## src/rtl/leaf_out_arbiter.sv

```systemverilog
// Round-robin, burst-locked arbiter sharing one leaf-interface output port
// between NUM_REQ ap_vld/ap_ack streams, with a one-deep registered output slot.
module leaf_out_arbiter #(
    parameter int NUM_REQ   = 4,
    parameter int DATA_BITS = 32,
    parameter int BURST_LEN = 4,
    parameter int SRC_BITS  = $clog2(NUM_REQ)
) (
    input  logic                           clk_user,
    input  logic                           reset_n,
    input  logic [NUM_REQ*DATA_BITS-1:0]   req_din,
    input  logic [NUM_REQ-1:0]             req_vld,
    output logic [NUM_REQ-1:0]             req_ack,
    output logic [DATA_BITS-1:0]           out_dout,
    output logic [SRC_BITS-1:0]            out_src,
    output logic                           out_vld,
    input  logic                           out_ack,
    output logic                           busy
);

    localparam int CNT_W = $clog2(BURST_LEN + 1);

    typedef enum logic {IDLE, BURST} state_t;

    state_t                 state_q, state_d;
    logic [SRC_BITS-1:0]    rr_ptr_q, rr_ptr_d;
    logic [SRC_BITS-1:0]    owner_q, owner_d;
    logic [CNT_W-1:0]       cnt_q, cnt_d;
    logic                   out_vld_q, out_vld_d;
    logic [DATA_BITS-1:0]   out_dout_q, out_dout_d;
    logic [SRC_BITS-1:0]    out_src_q, out_src_d;

    logic [DATA_BITS-1:0]   din_arr [NUM_REQ];
    logic [SRC_BITS-1:0]    sel;
    logic [SRC_BITS-1:0]    cand;
    logic                   found;
    logic                   slot_free;
    logic                   accept;
    logic                   burst_done;

    function automatic logic [SRC_BITS-1:0] next_idx(input logic [SRC_BITS-1:0] idx);
        return (int'(idx) == NUM_REQ - 1) ? '0 : idx + SRC_BITS'(1);
    endfunction

    for (genvar i = 0; i < NUM_REQ; i++) begin : g_unpack
        assign din_arr[i] = req_din[i*DATA_BITS +: DATA_BITS];
    end

    assign slot_free = !out_vld_q || out_ack;

    // Grant selection: rotating priority scan in IDLE, owner-only during a burst.
    // The scan runs from the far end so the candidate closest to rr_ptr wins.
    always_comb begin
        sel   = rr_ptr_q;
        cand  = rr_ptr_q;
        found = 1'b0;
        if (state_q == IDLE) begin
            for (int k = NUM_REQ - 1; k >= 0; k--) begin
                cand = SRC_BITS'((int'(rr_ptr_q) + k) % NUM_REQ);
                if (req_vld[cand]) begin
                    sel   = cand;
                    found = 1'b1;
                end
            end
        end else begin
            sel   = owner_q;
            found = req_vld[owner_q];
        end
    end

    always_comb begin
        req_ack = '0;
        if (reset_n && slot_free && found) begin
            req_ack[sel] = 1'b1;
        end
    end

    assign accept     = |req_ack;
    assign burst_done = (cnt_q + CNT_W'(1)) == CNT_W'(BURST_LEN);

    always_comb begin
        state_d    = state_q;
        rr_ptr_d   = rr_ptr_q;
        owner_d    = owner_q;
        cnt_d      = cnt_q;
        out_vld_d  = out_vld_q;
        out_dout_d = out_dout_q;
        out_src_d  = out_src_q;

        if (accept) begin
            out_vld_d  = 1'b1;
            out_dout_d = din_arr[sel];
            out_src_d  = sel;
        end else if (out_ack) begin
            out_vld_d  = 1'b0;
        end

        case (state_q)
            IDLE: begin
                if (accept) begin
                    if (BURST_LEN == 1) begin
                        rr_ptr_d = next_idx(sel);
                    end else begin
                        state_d = BURST;
                        owner_d = sel;
                        cnt_d   = CNT_W'(1);
                    end
                end
            end
            BURST: begin
                if (accept) begin
                    if (burst_done) begin
                        state_d  = IDLE;
                        rr_ptr_d = next_idx(owner_q);
                        cnt_d    = '0;
                    end else begin
                        cnt_d = cnt_q + CNT_W'(1);
                    end
                end else if (slot_free && !req_vld[owner_q]) begin
                    // Owner ran dry: release without granting, costs one bubble.
                    state_d  = IDLE;
                    rr_ptr_d = next_idx(owner_q);
                    cnt_d    = '0;
                end
            end
            default: begin
                state_d = IDLE;
            end
        endcase
    end

    always_ff @(posedge clk_user or negedge reset_n) begin
        if (!reset_n) begin
            state_q    <= IDLE;
            rr_ptr_q   <= '0;
            owner_q    <= '0;
            cnt_q      <= '0;
            out_vld_q  <= 1'b0;
            out_dout_q <= '0;
            out_src_q  <= '0;
        end else begin
            state_q    <= state_d;
            rr_ptr_q   <= rr_ptr_d;
            owner_q    <= owner_d;
            cnt_q      <= cnt_d;
            out_vld_q  <= out_vld_d;
            out_dout_q <= out_dout_d;
            out_src_q  <= out_src_d;
        end
    end

    assign out_vld  = out_vld_q;
    assign out_dout = out_dout_q;
    assign out_src  = out_src_q;
    assign busy     = (state_q == BURST) || out_vld_q;

endmodule

```

## config.mk

```make
export PLATFORM = sky130hd
export DESIGN_NAME = leaf_out_arbiter
export DESIGN_NICKNAME = d
export VERILOG_FILES = /design/src/rtl/leaf_out_arbiter.sv
export SDC_FILE = /design/constraint.sdc
export NUM_CORES = 1
export LEC_CHECK = 0
export BUFFER_PORTS_ARGS = -buffer_cell sky130_fd_sc_hd__buf_2
export CAP_MARGIN = 20
export CORE_MARGIN = 2
export CORE_UTILIZATION = 45
export CTS_CLUSTER_DIAMETER = 50
export CTS_CLUSTER_SIZE = 40
export DETAILED_ROUTE_END_ITERATION = 8
export GPL_TIMING_DRIVEN = 0
export PLACE_DENSITY = 0.88
export SYNTH_ARGS = -nofsm -noshare
export SYNTH_HDL_FRONTEND = slang
export SYNTH_SLANG_ARGS = --single-unit
export TNS_END_PERCENT = 1
```

## constraint.sdc

```tcl
create_clock -name clk_user -period 2.2 [get_ports clk_user]
set_input_delay 0.22 -clock clk_user [delete_from_list [all_inputs] [get_ports clk_user]]
set_output_delay 0.22 -clock clk_user [all_outputs]
set_load 0.005 [all_outputs]
```

# After elaboration in Yosys (flattened, before gate mapping)
# Cells that the tools add are included.
# classes
n_mux	42
n_reduce_logical	14
magnitude_cmp	8
bitwise	2
addsub	5
eq_ne	5
# ops
cell	n
binary-select mux 32 bit (select 2 bit)	1
two-way mux 32 bit	2
< comparator 2 x 3 -> 1 bit, second input constant	6
two-way mux 2 bit	9
two-way mux 1 bit	17
two-way mux 3 bit	4
binary-select mux 1 bit (select 2 bit)	5
case mux 3 bit (2 select lines)	1
adder 2 x 1 -> 2 bit, second input constant	2
adder 2 bit, second input constant	2
logical AND 1 bit	4
two-way mux 4 bit	1
AND reduction 2 bit	2
nonzero test 2 bit	2
OR reduction 4 bit	1
adder 3 x 1 -> 3 bit, second input constant	1
== test 3 bit, second input constant	1
greater-or-equal comparator 3 bit, second input constant	1
inequality test 3 x 1 -> 1 bit, second input constant	1
inverter 2 -> 3 bit	1
AND reduction 3 bit	1
demux 1 bit (select 2 bit)	1
== test 2 x 1 -> 1 bit, second input constant	1
greater-or-equal comparator 2 x 1 -> 1 bit, second input constant	1
6 further kinds	8
# word_totals
in_bits	135
word_cells	83
ff_bits	43

# Depth between registers and ports, before layout
# logic_depth
depth_word	16
ltp_mapped	8

# Least setup slack after synthesis
# OpenSTA, ideal clock, no wires.
# synth_path
path_kind	reg2out
startpoint	register rr_ptr_q[1]
endpoint	output port req_ack[2]
path_buffers	1
stages_incl_launch_ff	7
path_slack_ns	0.354
arrival_time_ns	1.626
path_cell_list	dfrtp_1 > and3b_1 > or4_1 > nand2_1 > o2bb2ai_2 > buf_6 > and2_1
# synth_via
elab_chain_cells	13
# synth_lines
element	line_no	rtl
from (decl)	26	logic [SRC_BITS-1:0] rr_ptr_q, rr_ptr_d;
from (signal assigned)	143	rr_ptr_q <= rr_ptr_d;
adder 2 bit	59	cand = SRC_BITS'((int'(rr_ptr_q) + k) % NUM_REQ);
binary-select mux 1 bit (select 2 bit)	60	if (req_vld[cand]) begin
two-way mux 1 bit (not written as such)	60	
two-way mux 2 bit (4 in a row)	60	
two-way mux 2 bit	57	if (state_q == IDLE) begin
< comparator 2 x 3 -> 1 bit (not written as such) or greater-or-equal comparator 2 x 1 -> 1 bit (tied branches)	74	req_ack[sel] = 1'b1;
logical AND 1 bit (not written as such)	74	
two-way mux 1 bit (not written as such)	74	
demux 1 bit (select 2 bit)	74	
two-way mux 4 bit (*)	73	if (reset_n && slot_free && found) begin
to (decl)	13	output logic [NUM_REQ-1:0] req_ack,
# Every way passes the cells marked *; elsewhere a longest branch is shown, timed or not. The select of a mux whose other input is x is not followed.

# Worst setup path after layout
# layout_path
startpoint	register rr_ptr_q[0]
endpoint	output port req_ack[2]
# Same word-level chain as after synthesis.

==> results.toml <==
[cts]
clkSinkCount = 43
cts-root-buf = "clkbuf_8"
numCtsBuffers = 5
htree_levels = 2
insertion_delay_ns = 0.30
path_clk_slew_ns = 0.09
cts_tree = "done"
cts_buffer_depth = 2

[logic_synthesis]
yosysWarningCount = 0
synth_cell_types = 36
synth_area_leaders = "dfrtp_1 (36%), a31oi_1 (13%), nor2_1 (9.4%)"
synth_ff_type = "dfrtp_1"
synthCells = 387
synth_edf_count = 0
syn-num-nets = 526
netlist.area_leader.share_pct = 35.6
async_flop_share_pct = 100
yosys.area.top_type = "dfrtp_1"
ys_ff_latch = 43
synth.most_common_cell = "nor2_1"
synth_common_cells = "nor2_1 (76), a31oi_1 (65), dfrtp_1 (43)"
avgSynthCellArea_um2 = 7.81
synthesis.area_um2 = 3020
seq_area_frac_synth_pct = 35.6

[die]
die_h_um = 85.9
num_rows = 29
core_um2 = 6420
pin_count = 175
die_w_um = 85.9
start_util_pct = 47.0
dieArea_um2 = 7390

[finish]
fillers = 593
num_antenna_cells = 0
nets = 712
final_cells = 650
drive_gt1_share_pct = 39.3
syn2layout_area_growth_pct = 40.1

[sta]
slew_violations = 0
slew_headroom_pct = 67.2
setup_viol = 0
final.setup_skew_ns = 0.00499
min_period_ns = 2.18
tightest_slew_ns = 0.493
grt_setup_unrepaired = "yes"
hold_viol = 0
tns_ns = 0
post-route-period-util_pct = 99.1
fmax_ghz = 0.459

[drt]
drt_iter0_drc = 244
wl_per_cell_um = 17.1
dr.pass1.iters = 5
vias = 3916
final_antenna_net_count = 0
drt-total-wl_um = 11100
viasPerCell = 6.02
drc = 0

[outcome]
outcome = "complete, no violations"

[placement]
numPortBuffers = 173
hpwl_um = 7970
placed_cells = 637
place.gp.congestion = 0.860

[pwr]
leakagePower_nw = 1.93
max-vdd-ir-drop_mv = 0.672
power_density_nw_per_um2 = 1330

[grt]
grt_pass1_vias = 3802
top_usage_layer = "met2"
grt_overflow = 0
grt.met3_usage_pct = 5.49
grt_use_met2_pct = 50.7
grt_use_total_pct = 29.4
grt_max_degree = 44
antenna_found_initial = 0
grt_pass1_wl_um = 17400
grt_use_met1_pct = 36.9

[flow_run]
cap_viol_max_count = 0

[critical_path]
arrival_ns = 1.96
crit_fanout = 7
critical-path-max-stage-delay_ns = 0.47
path_cells = "nor2b_1, o21ai_4, a31oi_2, o2bb2ai_4, buf_6, and2_1, buf_2"
endpoint_kind = "output port"
cp-start-kind = "register"
critPathKind = "register to output port"
cp_slowest_cell = "dfrtp_2"
worstPathRequired_ns = 1.98

[min_path]
min_path_type = "input port to register"
[stage by stage]
stage / setup WS (ns) / util [%] / hold slack [ns] / area (um2) / power [mW]
floorplan: 0.354 / - / -0.0756 / 3020 / 3.67
global placement: -0.549 / 62.0 / 0.431 / 3980 / 4.67
detailed placement: -0.616 / 62.0 / 0.448 / 3980 / 4.83
CTS: 0.00178 / 65.4 / 0.238 / 4200 / 5.53
global route: -0.0782 / 65.9 / 0.248 / 4230 / 6.09
finish: 0.0201 / 65.9 / 0.238 / 4230 / 5.65
[where the power goes]
part / switching (mW) / internal, mW
clock network: 0.297 / 0.247
logic: 2.07 / 1.57
registers: 0.268 / 1.19
total: 2.64 / 3.01
[area by class of cell]
type                    count  area [um2]  share of cell area (%)
well taps                  77        96.3                    2.28
multi-input cells         301        1800                    42.6
flip-flops and latches     43        1080                    25.5
plain buffers              37         195                    4.61
clock inverters             1        5.00                   0.118
clock buffers               6        82.6                    1.95
inverters                   3        11.3                   0.266
repair buffers            182         958                    22.6
[cells by family (layout without fill, tap and decap cells)]
kind of cell / Yosys count / after routing / synth area share, %
mux: 4 / 4 / 1.86
buf+inv: 43 / 229 / 6.83
flops: 43 / 43 / 35.6
compound gates: 182 / 182 / 38.2
fa+ha+maj: 4 / 4 / 1.66
simple gates: 111 / 111 / 15.8
[repair_timing]
item                                    4_1_cts  5_1_grt
pin swaps                                     1        3
hold buffers                                  2        0
endpoints found under the hold margin        43        0
endpoints found under the setup margin       37       33
resized for setup                            15       18
setup buffers                                 7        0
[final timing paths]
check,from,endpoint,slack [ns],cells after the start
min,req_din[123],out_dout[27],0.24,3
max,rr_ptr_q[0],req_ack[2],0.02,7
min in group asynchronous,reset_n,out_dout[9],0.56,3
max reg2reg,rr_ptr_q[0],out_dout[10],0.06,7
min reg2reg,out_src[0],out_src[0],0.49,2
max in group asynchronous,reset_n,rr_ptr_q[1],1.42,3
[metal layers]
layer	up-vias	part of all wire [%]	routed length, um
met2	225	50	5560
met1	1825	40	4480
met4	0	1.6	180
li1	1845	-	-
met5	-	0	0
met3	21	8.3	922
[state kept, by name, summed over array words and instances (netlist names)]
| name | flops |
|---|---|
| out_dout | 32 |
| cnt_q | 3 |
| out_src | 2 |
| owner_q | 2 |
| rr_ptr_q | 2 |
| out_vld | 1 |
| state_q | 1 |
[layout by cell type (no fill, tap or decap), types with 2 or more instances in the layout]
| cell type | n |
|---|---|
| o22ai_1 | 32 |
| inv_1 | 3 |
| and2_1 | 3 |
| nand2b_1 | 4 |
| clkbuf_8 | 6 |
| nor2b_1 | 3 |
| dfrtp_1 | 39 |
| clkbuf_1 | 18 |
| buf_6 | 5 |
| o21ai_1 | 8 |
| a21oi_1 | 4 |
| buf_4 | 9 |
| ha_1 | 4 |
| a31oi_1 | 64 |
| dfrtp_2 | 4 |
| o21a_1 | 2 |
| nor2_1 | 75 |
| buf_2 | 180 |
| a22oi_1 | 32 |
| nand2_1 | 11 |
| nand3_1 | 3 |
| nor3b_1 | 2 |
| o21ai_0 | 30 |
| mux2_2 | 3 |
| clkbuf_2 | 4 |
[critical path: cells and delay by family, from the launching register on]
kind            cells  cell delay [ns]
flops               1             0.47
buf+inv             2             0.22
compound gates      3             0.56
simple gates        2             0.41
Power figures use the tool's default switching activity.
